<file path="src/rtl/cpu_pkg.sv">
// rtl/cpu_pkg.sv - shared pipeline types: load-op encodings and the MEM->WB payload layout
package cpu_pkg;

  localparam int LOAD_OP_W = 3;

  typedef enum logic [LOAD_OP_W-1:0] {
    LD_W  = 3'd0,
    LD_B  = 3'd1,
    LD_BU = 3'd2,
    LD_H  = 3'd3,
    LD_HU = 3'd4
  } load_op_e;

  typedef struct packed {
    logic [31:0]          pc;
    logic                 rf_or_mem;
    logic [LOAD_OP_W-1:0] load_op;
    logic [31:0]          alu_result;
    logic                 rf_we;
    logic [4:0]           rf_waddr;
  } ms_to_ws_t;

  localparam int MS_TO_WS_BUS_W = $bits(ms_to_ws_t);

endpackage

</file>
<file path="src/rtl/load_align.sv">
// rtl/load_align.sv - combinational load byte/half selection with sign/zero extension
// Halfword select ignores addr_lo[0]; misalignment is trapped upstream.
module load_align
  import cpu_pkg::*;
(
  input  logic [31:0]          rdata_i,
  input  logic [1:0]           addr_lo_i,
  input  logic [LOAD_OP_W-1:0] load_op_i,
  output logic [31:0]          data_o
);

  logic [7:0]  byte_sel;
  logic [15:0] half_sel;

  always_comb begin
    byte_sel = rdata_i[{addr_lo_i, 3'b000} +: 8];
    half_sel = addr_lo_i[1] ? rdata_i[31:16] : rdata_i[15:0];
    data_o   = rdata_i;
    case (load_op_i)
      LD_B:    data_o = {{24{byte_sel[7]}}, byte_sel};
      LD_BU:   data_o = {24'd0, byte_sel};
      LD_H:    data_o = {{16{half_sel[15]}}, half_sel};
      LD_HU:   data_o = {16'd0, half_sel};
      default: data_o = rdata_i;
    endcase
  end

endmodule

</file>
<file path="src/rtl/wb_stage.sv">
// rtl/wb_stage.sv - write-back stage: MEM->WB register, SRAM data hold, load extraction, regfile/forward/trace
module wb_stage
  import cpu_pkg::*;
#(
  parameter int CNT_W = 32
) (
  input  logic                 clk,
  input  logic                 resetn,
  input  logic                 ms_to_ws_valid,
  output logic                 ws_allowin,
  input  logic [31:0]          ms_pc,
  input  logic                 ms_rf_or_mem,
  input  logic [LOAD_OP_W-1:0] ms_load_op,
  input  logic [31:0]          ms_alu_result,
  input  logic                 ms_rf_we,
  input  logic [4:0]           ms_rf_waddr,
  input  logic [31:0]          data_sram_rdata,
  input  logic                 wb_stall,
  input  logic                 flush,
  output logic                 rf_we,
  output logic [4:0]           rf_waddr,
  output logic [31:0]          rf_wdata,
  output logic                 ws_fwd_valid,
  output logic [4:0]           ws_fwd_waddr,
  output logic [31:0]          ws_fwd_wdata,
  output logic [31:0]          debug_wb_pc,
  output logic [3:0]           debug_wb_rf_we,
  output logic [4:0]           debug_wb_rf_wnum,
  output logic [31:0]          debug_wb_rf_wdata,
  output logic [CNT_W-1:0]     retire_cnt
);

  logic                      ws_valid_q, ws_valid_d;
  ms_to_ws_t                 ws_q, ws_d;
  logic                      hold_valid_q, hold_valid_d;
  logic [31:0]               hold_rdata_q, hold_rdata_d;
  logic [CNT_W-1:0]          retire_cnt_q, retire_cnt_d;
  logic [MS_TO_WS_BUS_W-1:0] ms_to_ws_bus;
  logic                      ws_ready_go;
  logic                      commit;
  logic [31:0]               eff_rdata;
  logic [31:0]               load_data;
  logic [31:0]               final_data;

  assign ms_to_ws_bus = {ms_pc, ms_rf_or_mem, ms_load_op, ms_alu_result, ms_rf_we, ms_rf_waddr};

  assign ws_ready_go = !wb_stall;
  assign ws_allowin  = !ws_valid_q | ws_ready_go;
  assign commit      = ws_valid_q & ws_ready_go & !flush;

  // SRAM data is only valid on the first WB cycle, so a stall must latch it then.
  assign eff_rdata = hold_valid_q ? hold_rdata_q : data_sram_rdata;

  always_comb begin
    ws_valid_d   = ws_valid_q;
    ws_d         = ws_q;
    hold_valid_d = hold_valid_q;
    hold_rdata_d = hold_rdata_q;
    retire_cnt_d = retire_cnt_q;

    if (flush) begin
      ws_valid_d = 1'b0;
    end else if (ws_allowin) begin
      ws_valid_d = ms_to_ws_valid;
    end

    if (ms_to_ws_valid & ws_allowin) begin
      ws_d = ms_to_ws_bus;
    end

    if (flush | ws_ready_go) begin
      hold_valid_d = 1'b0;
    end else if (ws_valid_q & !hold_valid_q) begin
      hold_valid_d = 1'b1;
      hold_rdata_d = data_sram_rdata;
    end

    if (commit) begin
      retire_cnt_d = retire_cnt_q + CNT_W'(1);
    end
  end

  always_ff @(posedge clk or negedge resetn) begin
    if (!resetn) begin
      ws_valid_q   <= 1'b0;
      ws_q         <= '0;
      hold_valid_q <= 1'b0;
      hold_rdata_q <= 32'd0;
      retire_cnt_q <= '0;
    end else begin
      ws_valid_q   <= ws_valid_d;
      ws_q         <= ws_d;
      hold_valid_q <= hold_valid_d;
      hold_rdata_q <= hold_rdata_d;
      retire_cnt_q <= retire_cnt_d;
    end
  end

  load_align u_load_align (
    .rdata_i   (eff_rdata),
    .addr_lo_i (ws_q.alu_result[1:0]),
    .load_op_i (ws_q.load_op),
    .data_o    (load_data)
  );

  assign final_data = ws_q.rf_or_mem ? load_data : ws_q.alu_result;

  assign rf_we    = commit & ws_q.rf_we;
  assign rf_waddr = ws_q.rf_waddr;
  assign rf_wdata = final_data;

  // Forwarding stays asserted while stalled so ID keeps interlocking on this register.
  assign ws_fwd_valid = ws_valid_q & ws_q.rf_we & (ws_q.rf_waddr != 5'd0);
  assign ws_fwd_waddr = ws_q.rf_waddr;
  assign ws_fwd_wdata = final_data;

  assign debug_wb_pc       = ws_q.pc;
  assign debug_wb_rf_we    = {4{rf_we}};
  assign debug_wb_rf_wnum  = rf_waddr;
  assign debug_wb_rf_wdata = rf_wdata;
  assign retire_cnt        = retire_cnt_q;

endmodule

</file>
<file path="config.mk">
export PLATFORM = sky130hd
export DESIGN_NAME = wb_stage
export DESIGN_NICKNAME = d
export VERILOG_FILES = /design/src/rtl/cpu_pkg.sv /design/src/rtl/load_align.sv /design/src/rtl/wb_stage.sv
export SDC_FILE = /design/constraint.sdc
export NUM_CORES = 1
export LEC_CHECK = 0
export BUFFER_PORTS_ARGS = -buffer_cell sky130_fd_sc_hd__clkbuf_2
export CORE_ASPECT_RATIO = 0.5
export CORE_MARGIN = 4
export CORE_UTILIZATION = 40
export CTS_BUF_LIST = sky130_fd_sc_hd__clkbuf_8
export DETAILED_ROUTE_END_ITERATION = 10
export PLACE_DENSITY = 0.77
export SKIP_LAST_GASP = 1
export SYNTH_ARGS = -nofsm -noshare
export SYNTH_HDL_FRONTEND = slang
export SYNTH_SLANG_ARGS = --single-unit
</file>
<file path="constraint.sdc">
create_clock -name clk -period 2.99 [get_ports clk]
set_input_delay 0.299 -clock clk [delete_from_list [all_inputs] [get_ports clk]]
set_output_delay 0.299 -clock clk [all_outputs]
set_load 0.005 [all_outputs]
</file>
==> flow_summary.yaml, run 1 <==
layout:
  nFillCells: 1729
  multiInputGateArea_sq_um: 3350
  post-route-util_pct: 49.2
  seqCellArea_sq_um: 3510
  drive_gt1_share_pct: 56.4
  areaGrowthSynthToFinish_pct: 18.1
  n_antenna_cell: 0
  fin_nets: 965
place:
  place_congestion: 0.858
  io_buffer_count: 292
  hpwl_mm: 15.6
logic_synthesis:
  ys_ff_latch: 140
  syn_area_sq_um: 7840
  ys_seq_area_share_pct: 44.7
  avgSynthCellArea_sq_um: 11.6
  synth_edf_count: 0
  synthArstFlopShare_pct: 100
  synth_flop_cell: "dfrtp_1"
  synth_cell_type_count: 49
  yosysWarnings: 0
  synth_fp_nets: 791
  synth_cells: 679
pwr:
  share_comb_of_total_power_pct: 25.6
  switching_share_pct: 30.3
  intPower_mw: 3.91
  ir_drop_mv: 0.255
  switchingPower_mw: 1.70
  seqPwrFrac_pct: 42.2
  p_leak_nw: 4.37
  clkPwrFrac_pct: 32.2
  p_per_area_nw_per_um2: 605
critical_path:
  start_kind: "register"
  cp.required_ps: 2690
  endpoint_kind: "output pin"
  arrival_ps: 2540
  crit_type: "register to output pin"
  cp_max_fo: 19
grt:
  grt_first_pass_wirelength_mm: 32.0
  grtUsageTotal_pct: 18.4
  antenna_found_initial: 1
  grt_pass1_vias: 5824
  grt_overflow: 0
  grt_max_degree: 74
drt:
  via_per_inst: 5.15
  wl_per_cell_um: 18.3
  wirelength_mm: 20.6
  first_pass_iters: 5
  ant_nets: 0
  via_count: 5790
  drtIter0Drc: 406
  drc: 0
floorplanning:
  start_util_pct: 41.7
  rows: 35
  ios: 293
  dieArea_sq_um: 22000
  die_w_um: 206
  core_sq_um: 18800
  die-height_um: 107
clocking:
  numCtsBuffers: 17
  cts_tree: "yes"
  clockBufferDepth: 2
  htreeDepth: 4
  clkTransAtPathRegs_ps: 90
  cts_setup_buffers: 0
  clock-sinks: 140
  clk_latency_ps: 440
  root_buffer: "clkbuf_8"
sta:
  clock_skew_ps: 11.3
  maxSlewViolCount: 0
  setup_viol: 0
  finalCritPeriodShare_pct: 94.9
  rsz0062_at_grt: "false"
  max_slew_margin_pct: 54.9
  worstMarginPinSlew_ps: 676
  layout_min_cycle_time_ps: 2840
  hold_viol_final: 0
  fmax_mhz: 353
  finalSetupTns_ps: 0
min_path:
  min_path_type: "primary input to register"
run:
  cap_violations: 0
run_status:
  status: "completed"
[path summary, 6_finish.rpt]
kind	slack, ps	cells after the start	from	to
min reg2reg	470	1	retire_cnt[31]	retire_cnt[31]
min	60	3	ms_rf_or_mem	ws_q[41]
max reg2reg	850	5	ws_valid_q	retire_cnt[31]
min in group asynchronous	440	2	resetn	retire_cnt[26]
max in group asynchronous	1740	3	resetn	retire_cnt[24]
max	150	5	hold_valid_q	rf_wdata[5]
[synth_stat cells (all sizes together) (3+ instances only)]
cell type | count | share of area, %
o21ai | 6 | 0.38
nor3b | 4 | 0.45
dfrtp | 140 | 45
nand4 | 9 | 0.72
a211o | 3 | 0.34
nand3b | 3 | 0.29
a21oi | 17 | 1.1
and2 | 5 | 0.40
and3 | 13 | 1.0
o22ai | 7 | 0.56
nand2 | 29 | 1.4
mux4 | 14 | 4.0
xor2 | 7 | 0.78
nor3 | 4 | 0.26
buf | 134 | 12
nor2 | 36 | 1.7
mux2i | 19 | 2.4
a221o | 13 | 1.7
inv | 5 | 0.24
clkbuf | 18 | 0.86
a31oi | 6 | 0.48
xnor2 | 27 | 3.0
mux2 | 120 | 17
nand3 | 17 | 1.1
[worst max-delay path, cell delays in order (launching register included)]
cell and delay [ps]:
dfrtp_2 410, buf_4 320, mux4_2 560, a222oi_1 470
a21oi_1 180, clkbuf_2 150
[power groups by stage]
stage,sequential (mW),combinational [mW],clock [mW]
4_1_cts,2.36,1.44,1.85
3_5_place_dp,2.40,1.43,0
2_1_floorplan,2.32,1.13,0
6_report,2.36,1.43,1.81
3_3_place_gp,2.38,1.40,0
5_1_grt,2.41,1.57,1.95
[area by class of cell]
| class | instances | share of cell area [%] |
|---|---|---|
| Multi-Input combinational cell | 382 | 36.2 |
| Sequential cell | 140 | 37.9 |
| Clock inverter | 14 | 2.36 |
| Tap cell | 259 | 3.50 |
| Inverter | 5 | 0.203 |
| Timing Repair Buffer | 307 | 17.2 |
| Clock buffer | 18 | 2.67 |
[registers in the layout (all words and copies together) (netlist names)]
register	count
debug_wb_pc	32
debug_wb_rf_wnum	5
hold_rdata_q	32
hold_valid_q	1
retire_cnt	32
ws_q	37
ws_valid_q	1
[layout by cell type (no fill, tap or decap), drive strengths merged, types with 14 or more instances in the layout]
cell    netlist  routed
xnor2        27      27
nand3        17      17
a21oi        17      17
mux2        120     120
buf         134      15
dfrtp       140     140
nor2         36      36
mux4         14      14
clkbuf       18     309
nand2        29      29
mux2i        19      19
[timing repair]
item,CTS,global route
gates resized for setup,0,11
endpoints found under the setup margin,0,45
endpoints found under the hold margin,69,0
hold buffers,1,0
[per-stage QoR]
stage | total power, mW | instances | area, sq um | worst slack, ps | hold WS [ps]
6_report | 5.60 | 1125 | 9260 | 153 | 63.6
5_1_grt | 5.93 | 1125 | 9260 | 9.12 | 47.2
4_1_cts | 5.65 | 1125 | 9230 | 38.3 | 29.1
3_5_place_dp | 3.83 | 1092 | 8750 | 540 | 360
3_3_place_gp | 3.78 | 1092 | 8750 | 586 | 366
2_1_floorplan | 3.45 | 679 | 7840 | 680 | 3.41
[per-layer routing]
metal  part of all wire (%)  routed length (um)  track usage, %
met5                  0.058                  12               0
met4                    1.1                 235            4.46
met3                    5.4                1110            3.99
met2                     53               10900            32.6
met1                     41                8340            23.1
[logic make-up (layout without fill, tap and decap cells)]
family / count (synthesis) / after routing / share of synthesized area (%)
adders and majority gates: 2 / 2 / 0.287
AOI/OAI and AO/OA: 61 / 61 / 5.54
and+or+nand+nor: 132 / 132 / 8.71
muxes: 153 / 153 / 23.7
xor gates and xnor gates: 34 / 34 / 3.80
buffers and inverters: 157 / 344 / 13.3
DFF: 140 / 140 / 44.7
Note: power is estimated with default switching activity, not from simulation.
==> run 2, diff against run 1 <==
--- a/config.mk
+++ b/config.mk
@@ -11,7 +11,7 @@
 export CORE_UTILIZATION = 40
 export CTS_BUF_LIST = sky130_fd_sc_hd__clkbuf_8
 export DETAILED_ROUTE_END_ITERATION = 10
-export PLACE_DENSITY = 0.77
+export PLACE_DENSITY = 0.8
 export SKIP_LAST_GASP = 1
 export SYNTH_ARGS = -nofsm -noshare
 export SYNTH_HDL_FRONTEND = slang
==> constraint.sdc (replaced) <==
create_clock -name clk -period 2.3 [get_ports clk]
set_input_delay 0.23 -clock clk [delete_from_list [all_inputs] [get_ports clk]]
set_output_delay 0.23 -clock clk [all_outputs]
set_load 0.005 [all_outputs]
==> run 2 against run 1 <==
  * The run now ends with negative setup slack left
  * Global-route usage rose by 2.7 points
  * Critical path type unchanged
  * Worst hold slack got worse by 22 ps
  * Combinational power rose by 58%
  * Largest cell class is now multi-input gates
  * Via count rose by 9.1%
  * Non-clock buffer count rose by 103
  * Clock skew rose by 4.5 ps
==> flow_summary.yaml, run 2 (synthesized netlist as in run 1, its figures left out) <==
grt:
  grtUsageTotal_pct: 21.1
  grt_overflow: 0
  antenna_found_initial: 0
  grt_pass1_vias: 6625
  grt_first_pass_wirelength_mm: 36.4
  grt_max_degree: 70
sta:
  rsz0062_at_grt: "true"
  layout_min_cycle_time_ps: 2690
  fin_ws_ps: -394
  clock_skew_ps: 15.8
  maxSlewViolCount: 0
  finalCritPeriodShare_pct: 117
  hold_viol_final: 0
  worstMarginPinSlew_ps: 694
  setup_viol: 96
  fmax_mhz: 371
  max_slew_margin_pct: 53.8
critical_path:
  r2r_end: "retire_cnt[31]"
  start_kind: "register"
  endpoint_kind: "output pin"
  critPathCapture: "ws_fwd_wdata[24]"
  rr_worst_depth: 5
  arrival_ps: 2460
  startpoint: "hold_valid_q"
  r2r_start: "ws_valid_q"
  ff2ff_setup_slack_ps: 310
  crit_type: "register to output pin"
  cp.required_ps: 2070
  cp_max_fo: 16
drt:
  via_count: 6315
  ant_nets: 0
  wirelength_mm: 23.6
  via_per_inst: 5.14
  wl_per_cell_um: 19.2
  drc: 0
  first_pass_iters: 4
  drtIter0Drc: 405
place:
  pre_cts_slack_ps: -46.2
  hpwl_mm: 16.1
  place_congestion: 0.891
  io_buffer_count: 292
layout:
  largest_register_ffs: 37
  nFillCells: 1547
  drive_gt1_share_pct: 55.3
  seqCellArea_sq_um: 3510
  final_common_cell: "clkbuf_2"
  n_antenna_cell: 0
  multiInputGateArea_sq_um: 3570
  fin_nets: 1068
  layout_common_cells: "clkbuf_2 (289), dfrtp_1 (135), mux2_2 (119), dlygate4sd3_1 (76), nor2_1 (35)"
  areaGrowthSynthToFinish_pct: 33.6
  top_register: "ws_q"
clocking:
  clockBufferDepth: 2
  root_buffer: "clkbuf_8"
  htreeDepth: 4
  clkTransAtPathRegs_ps: 80
  clock-sinks: 140
  clk_latency_ps: 450
  cts_tree: "yes"
  numCtsBuffers: 17
pwr:
  ir_drop_mv: 0.400
  power_mw: 7.28
  p_per_area_nw_per_um2: 695
  p_leak_nw: 4.86
min_path:
  min_path_type: "primary input to register"
run:
  cap_violations: 0
floorplanning:
  die-height_um: 107
  rows: 35
  ios: 293
  die_w_um: 206
  dieArea_sq_um: 22000
  start_util_pct: 41.7
  core_sq_um: 18800
run_status:
  status: "complete, but fails checks"
  violations: "negative setup slack"
-- run 2: cell types whose count changed in the layout (fill, tap and decap cells not counted), sizes merged --
cell / change
buf: +30
clkbuf: -1
clkinv: -2
inv: +2
clkinvlp: +3
bufinv: -4
dlygate4sd3: +75
-- run 2: per-stage QoR --
step	TNS, ps	utilization, %	cells	instance area, sq um	hold slack (ps)
finish	-31040	55.7	1228	10500	41.5
detailed placement	-352	47.5	1110	8950	293
CTS	-32700	55.5	1228	10500	0.946
global placement	0	47.5	1110	8950	294
global route	-41230	55.7	1228	10500	4.29
floorplan	0	-	679	7840	-65.6
-- run 2: final cells by class --
cell class              instances  share of cell area [%]
clock buffers                  19                    2.49
clock inverters                13                    1.12
inverters                       5                   0.179
multi-input cells             382                    34.1
flip-flops and latches        140                    33.5
well taps                     259                    3.09
repair buffers                410                    25.5
-- run 2: layer usage --
| layer | up-vias | wire length [um] | global-route usage, % |
|---|---|---|---|
| met3 | 51 | 1120 | 4.20 |
| met4 | 0 | 712 | 8.73 |
| met1 | 3176 | 9050 | 24.7 |
| met5 | - | 0 | 0 |
| li1 | 2856 | - | - |
| met2 | 232 | 12700 | 38.1 |
-- run 2: worst min path at each step --
stage,startpoint,to,slack [ps],depth (start not counted)
after floorplan,resetn,debug_wb_pc[0],-70,0
after global placement,resetn,retire_cnt[21],290,1
after detailed placement,resetn,retire_cnt[21],290,1
after CTS,data_sram_rdata[22],hold_rdata_q[22],0.9,2
after global routing,ms_pc[19],debug_wb_pc[19],4,2
final,data_sram_rdata[22],hold_rdata_q[22],40,2
-- run 2: worst max-delay path: stages, from the launching register on --
cell,delay (ps)
dfrtp_2,420
mux4_2,540
buf_4,160
mux2i_4,170
nor4b_4,80
buf_12,170
a221o_1,310
buf_2,150
-- run 2: power by group --
| part | switching, mW | leakage, nW | internal (mW) |
|---|---|---|---|
| combinational | 1.06 | 2.97 | 1.20 |
| sequential | 0.285 | 1.70 | 2.80 |
| clock | 1.02 | 0.186 | 0.916 |
| total | 2.37 | 4.86 | 4.91 |
-- run 2: what timing repair did --
action                                 CTS  global route
endpoints found under the hold margin  140             0
hold buffers                            76             0
gates resized for setup                 60             5
pin swaps                               14             2
setup buffers                           10             1
setup endpoints to repair               96            96
